<file path="config.mk">
export PLATFORM = sky130hd
export DESIGN_NAME = multicycle_ctrl
export DESIGN_NICKNAME = d
export VERILOG_FILES = /design/src/rtl/multicycle_ctrl.sv
export SDC_FILE = /design/constraint.sdc
export NUM_CORES = 1
export LEC_CHECK = 0
export CELL_PAD_IN_SITES_DETAIL_PLACEMENT = 0
export CELL_PAD_IN_SITES_GLOBAL_PLACEMENT = 1
export CORE_ASPECT_RATIO = 2
export CORE_MARGIN = 2
export CORE_UTILIZATION = 27
export DETAILED_ROUTE_END_ITERATION = 16
export PLACE_DENSITY = 0.75
export SLEW_MARGIN = 0
export SYNTH_ARGS = -nofsm -noshare
export SYNTH_HDL_FRONTEND = slang
export SYNTH_SLANG_ARGS = --single-unit
</file>
<file path="constraint.sdc">
create_clock -name clk -period 2.1 [get_ports clk]
set_clock_uncertainty 0.15 [all_clocks]
set_input_delay 0.525 -clock clk [delete_from_list [all_inputs] [get_ports clk]]
set_output_delay 0.525 -clock clk [all_outputs]
set_load 0.02 [all_outputs]
</file>
<file path="src/rtl/multicycle_ctrl.sv">
// multicycle_ctrl: main control FSM for a multi-cycle RV32I core.
// Sequences the shared ALU, register file, memory port and immediate
// generator one instruction at a time. It waits on a req/ready memory
// handshake for every access.
//
// Ports:
//   clk, rst_n        clock (rising edge), async active-low reset
//   opcode, funct3    fields of the instruction register
//   zero              ALU zero flag, current cycle
//   mem_ready         memory accepts/completes the access this cycle
//   mem_req/mem_write memory request and store qualifier
//   adr_src           0: address = PC, 1: address = ALUOut
//   ir_write          load instruction register and oldPC
//   pc_write          PC enable (fetch update or taken branch/jal)
//   reg_write         register file write enable
//   alu_src_a/b       ALU operand selects
//   alu_op            00 add, 01 sub, 10 funct decode
//   result_src        00 ALUOut, 01 memory data, 10 ALU result
//   imm_src           immediate format (000 I, 001 S, 010 B, 011 J, 100 U)
//   instr_done        pulse on the last cycle of a retiring instruction
//   illegal_instr     pulse in DECODE for an unsupported opcode
//
// state    | meaning
// ---------+--------------------------------------------------
// FETCH    | read instruction at PC, PC <= PC+4 on mem_ready
// DECODE   | ALUOut <= oldPC + imm (branch/jump target)
// MEMADR   | ALUOut <= rs1 + imm (load/store address)
// MEMREAD  | load access at ALUOut
// MEMWB    | rd <= loaded data
// MEMWRITE | store access at ALUOut
// EXECR    | ALUOut <= rs1 op rs2
// EXECI    | ALUOut <= rs1 op imm
// JAL      | PC <= target, ALUOut <= oldPC + 4
// LUI      | ALUOut <= 0 + imm
// ALUWB    | rd <= ALUOut
// BRANCH   | compare rs1/rs2, PC <= target if taken
module multicycle_ctrl #(
  parameter bit BNE_EN = 1'b1
) (
  input  logic       clk,
  input  logic       rst_n,
  input  logic [6:0] opcode,
  input  logic [2:0] funct3,
  input  logic       zero,
  input  logic       mem_ready,
  output logic       mem_req,
  output logic       mem_write,
  output logic       adr_src,
  output logic       ir_write,
  output logic       pc_write,
  output logic       reg_write,
  output logic [1:0] alu_src_a,
  output logic [1:0] alu_src_b,
  output logic [1:0] alu_op,
  output logic [1:0] result_src,
  output logic [2:0] imm_src,
  output logic       instr_done,
  output logic       illegal_instr
);

  typedef enum logic [3:0] {
    S_FETCH    = 4'd0,
    S_DECODE   = 4'd1,
    S_MEMADR   = 4'd2,
    S_MEMREAD  = 4'd3,
    S_MEMWB    = 4'd4,
    S_MEMWRITE = 4'd5,
    S_EXECR    = 4'd6,
    S_EXECI    = 4'd7,
    S_JAL      = 4'd8,
    S_LUI      = 4'd9,
    S_ALUWB    = 4'd10,
    S_BRANCH   = 4'd11
  } state_t;

  localparam logic [6:0] OP_LW   = 7'b0000011;
  localparam logic [6:0] OP_SW   = 7'b0100011;
  localparam logic [6:0] OP_R    = 7'b0110011;
  localparam logic [6:0] OP_I    = 7'b0010011;
  localparam logic [6:0] OP_BR   = 7'b1100011;
  localparam logic [6:0] OP_JAL  = 7'b1101111;
  localparam logic [6:0] OP_LUI  = 7'b0110111;

  state_t     state_q, state_d;
  logic       taken;
  logic [2:0] imm_dec;
  logic       unused_funct3;

  // funct3[2:1] never matter to this controller; funct3[0] only with BNE_EN.
  assign unused_funct3 = ^funct3;
  assign taken = BNE_EN ? (zero ^ funct3[0]) : zero;

  always_comb begin
    imm_dec = 3'b000;
    case (opcode)
      OP_SW:   imm_dec = 3'b001;
      OP_BR:   imm_dec = 3'b010;
      OP_JAL:  imm_dec = 3'b011;
      OP_LUI:  imm_dec = 3'b100;
      default: imm_dec = 3'b000;
    endcase
  end

  always_ff @(posedge clk or negedge rst_n) begin
    if (!rst_n) state_q <= S_FETCH;
    else        state_q <= state_d;
  end

  always_comb begin
    state_d       = S_FETCH;
    mem_req       = 1'b0;
    mem_write     = 1'b0;
    adr_src       = 1'b0;
    ir_write      = 1'b0;
    pc_write      = 1'b0;
    reg_write     = 1'b0;
    alu_src_a     = 2'b00;
    alu_src_b     = 2'b00;
    alu_op        = 2'b00;
    result_src    = 2'b00;
    imm_src       = 3'b000;
    instr_done    = 1'b0;
    illegal_instr = 1'b0;

    case (state_q)
      S_FETCH: begin
        mem_req    = 1'b1;
        alu_src_b  = 2'b10;
        result_src = 2'b10;
        ir_write   = mem_ready;
        pc_write   = mem_ready;
        state_d    = mem_ready ? S_DECODE : S_FETCH;
      end
      S_DECODE: begin
        alu_src_a = 2'b01;
        alu_src_b = 2'b01;
        imm_src   = imm_dec;
        case (opcode)
          OP_LW, OP_SW: state_d = S_MEMADR;
          OP_R:         state_d = S_EXECR;
          OP_I:         state_d = S_EXECI;
          OP_BR:        state_d = S_BRANCH;
          OP_JAL:       state_d = S_JAL;
          OP_LUI:       state_d = S_LUI;
          default: begin
            illegal_instr = 1'b1;
            state_d       = S_FETCH;
          end
        endcase
      end
      S_MEMADR: begin
        alu_src_a = 2'b10;
        alu_src_b = 2'b01;
        imm_src   = imm_dec;
        state_d   = (opcode == OP_LW) ? S_MEMREAD : S_MEMWRITE;
      end
      S_MEMREAD: begin
        mem_req = 1'b1;
        adr_src = 1'b1;
        imm_src = imm_dec;
        state_d = mem_ready ? S_MEMWB : S_MEMREAD;
      end
      S_MEMWB: begin
        result_src = 2'b01;
        reg_write  = 1'b1;
        instr_done = 1'b1;
        imm_src    = imm_dec;
      end
      S_MEMWRITE: begin
        mem_req    = 1'b1;
        mem_write  = 1'b1;
        adr_src    = 1'b1;
        imm_src    = imm_dec;
        instr_done = mem_ready;
        state_d    = mem_ready ? S_FETCH : S_MEMWRITE;
      end
      S_EXECR: begin
        alu_src_a = 2'b10;
        alu_op    = 2'b10;
        imm_src   = imm_dec;
        state_d   = S_ALUWB;
      end
      S_EXECI: begin
        alu_src_a = 2'b10;
        alu_src_b = 2'b01;
        alu_op    = 2'b10;
        imm_src   = imm_dec;
        state_d   = S_ALUWB;
      end
      S_JAL: begin
        alu_src_a = 2'b01;
        alu_src_b = 2'b10;
        pc_write  = 1'b1;
        imm_src   = imm_dec;
        state_d   = S_ALUWB;
      end
      S_LUI: begin
        alu_src_a = 2'b11;
        alu_src_b = 2'b01;
        imm_src   = imm_dec;
        state_d   = S_ALUWB;
      end
      S_ALUWB: begin
        reg_write  = 1'b1;
        instr_done = 1'b1;
        imm_src    = imm_dec;
      end
      S_BRANCH: begin
        alu_src_a  = 2'b10;
        alu_op     = 2'b01;
        pc_write   = taken;
        instr_done = 1'b1;
        imm_src    = imm_dec;
      end
      default: state_d = S_FETCH;
    endcase

    // The state register already sits at FETCH during reset; force the
    // outputs quiet so nothing is requested or written while held.
    if (!rst_n) begin
      mem_req       = 1'b0;
      mem_write     = 1'b0;
      adr_src       = 1'b0;
      ir_write      = 1'b0;
      pc_write      = 1'b0;
      reg_write     = 1'b0;
      alu_src_a     = 2'b00;
      alu_src_b     = 2'b00;
      alu_op        = 2'b00;
      result_src    = 2'b00;
      imm_src       = 3'b000;
      instr_done    = 1'b0;
      illegal_instr = 1'b0;
    end
  end

endmodule

</file>
==> impl_metrics.ini <==
[floorplanning]
core_mm2 = 0.00250
die_area_mm2 = 0.00306
fp.dieW_um = 40.1
start_util_pct = 28.1
io_pins = 33
dieHeight_um = 76.2
core.rowCount = 26

[critical_path]
cp_max_fo = 4
cpPeakStageDelay_ns = 0.30
cp-end-kind = output pin
cp_cell_sequence = dlygate4sd2_1 > nand3b_1 > nor3_2 > a211oi_2 > buf_4
worst_ep_arrival_time_ns = 1.52
crit_slowest_cell = nor3_2
path_class = in -> out
required_ns = 1.42
cp-start-kind = primary input

[worst_hold_path]
hp-class = in -> async

[cts]
cts_hold_buf = 0
clk_latency_ns = 0.22
root_buffer = clkbuf_8
cts_tree = done
cts_sinks = 4
cts_max_level = 1
cts_buffer_depth = 2
cts_inserted_buffers = 3
clk_pin_slew_worst_paths_ns = 0.03

[run]
maxCapViolCount = 0

[power]
leakagePower_nw = 0.611
power_density_mw_per_mm2 = 1080
finalPower_mw = 1.50
vdd_drop_max_mv = 0.470

[routing]
routedWlPerCell_um = 15.1
ant_nets = 0
drtPass1Iterations = 4
via_per_inst = 5.30
vias = 965
wl_mm = 2.75
drc_errors = 0
first_iter_violations = 14

[synth]
synth_edf_count = 0
ys_types = 39
seq_area_frac_synth_pct = 14.2
syn_nets = 112
syn_inst = 98
avgSynthCellArea_um2 = 7.19
synthArstFlopShare_pct = 100
netlist_area_um2 = 704
ys.flop_type = dfrtp_1
synth-seq-cells = 4
yosys_warnings = 0

[timing]
worst_hold_slack_ns = 0.0959
period_minus_slack_ns = 2.20
finalSetupViolCount = 8
slew_headroom_pct = 76.7
drv_slew = 0
finalWorstSetupSlack_ns = -0.0977
max_clock_freq_mhz = 455
tightest_slew_ns = 0.347
post-route-period-util_pct = 105
rsz0062_at_grt = true
finalHoldViolCount = 0

[layout]
top_register = state_q
utilization_pct = 55.6
top_regs = state_q: 4 flops
final_common_cell = buf_4
drive_gt1_share_pct = 55.8
largest_reg_flops = 4
nets = 170
final_area_mm2 = 0.00139
n_antenna_cell = 0
syn_to_final_growth_pct = 97.7
layout_common_cells = 32 x buf_4, 11 x buf_6, 9 x buf_2

[grt]
overflow = 0
grt_pass1_wl_mm = 4.36
grt_pass1_vias = 1012
grt_usage_pct = 19.8
grt_max_degree = 18
grt_antenna_before_repair = 0

[outcome]
status = complete, but fails checks
violations = setup timing

[placed_design]
io_buffer_count = 30
dp_hpwl_mm = 2.04
placed_area_mm2 = 0.00122
routabilityCongestion = 0.808
## per-layer routing
| metal | global-route usage (%) | routed length (um) |
|---|---|---|
| met5 | 0 | 0 |
| met4 | 9.66 | 87 |
| met3 | 2.33 | 103 |
| met2 | 36.5 | 1670 |
| met1 | 18.9 | 891 |
## worst paths after layout
path	startpoint	endpoint	slack, ns	depth (start not counted)
hold reg to reg	state_q[3]$_DFF_PN0_	state_q[0]$_DFF_PN0_	0.51	2
max in group asynchronous	rst_n	state_q[1]$_DFF_PN0_	1.56	2
setup reg to reg	state_q[2]$_DFF_PN0_	state_q[1]$_DFF_PN0_	0.17	7
hold / removal	rst_n	state_q[0]$_DFF_PN0_	0.1	2
setup / recovery	opcode[1]	illegal_instr	-0.1	5
min in group clk	state_q[3]$_DFF_PN0_	state_q[0]$_DFF_PN0_	0.51	2
## area by class of cell
class	instances	area, um2
multi-input combinational	82	669
clock buffer	3	41.3
inverter	2	7.51
sequential	4	100
timing repair buffer	63	539
tap	28	35.0
fill	246	1110
## repair_timing
action | 4_1_cts | 5_1_grt
setup endpoints to repair | 19 | 19
pin swaps | 13 | 6
cloned | 0 | 1
gates resized for setup | 130 | 26
buffers inserted | 3 | 1
## worst max-delay path: cells and delay by family
family                 cells  cell delay, ns
AOI/OAI and AO/OA          1            0.07
buffers and inverters      2            0.43
and+or+nand+nor            2            0.49
## cell usage after synthesis (2+ instances only)
cell type  instances  area [um2]
a211oi_1           4        30.0
nor2b_1            3        18.8
nor3_1             5        25.0
nand3_1            4        20.0
nand3b_1           3        22.5
mux2i_1            3        30.0
inv_1              2        7.51
and3_1             2        12.5
nand2_1            5        18.8
nor3b_1            6        45.0
buf_4              2        15.0
nand2b_1           7        43.8
o22ai_1            2        12.5
and2_1             2        12.5
dfrtp_1            4         100
a21oi_1            4        20.0
o21ai_0            3        15.0
o221ai_1           2        17.5
buf_2              3        15.0
nor2_1             8        30.0
xor2_1             3        26.3
clkbuf_1           4        15.0
## report_power, final
group	leakage (nW)	total (mW)	internal (mW)	switching [mW]
logic	0.536	1.20	0.617	0.583
clock network	0.0216	0.165	0.122	0.0424
registers	0.0534	0.134	0.107	0.0275
## kinds of logic after synthesis
kind of cell | count (synthesis) | synth area share (%)
muxes | 3 | 4.26
and+or+nand+nor | 54 | 47.1
AOI/OAI and AO/OA | 21 | 20.4
buffers and inverters | 12 | 9.06
xor gates and xnor gates | 4 | 4.97
DFF | 4 | 14.2
## through the flow
step / worst slack [ns] / instances / TNS [ns]
3_3_place_gp: -0.896 / 174 / -13.67
2_1_floorplan: -0.00340 / 98 / -0.00340
4_1_cts: -0.0768 / 180 / -0.378
6_report: -0.0977 / 182 / -0.333
3_5_place_dp: -0.903 / 174 / -13.68
5_1_grt: -0.163 / 182 / -1.16
No activity file was read; power rests on OpenSTA's default activity.
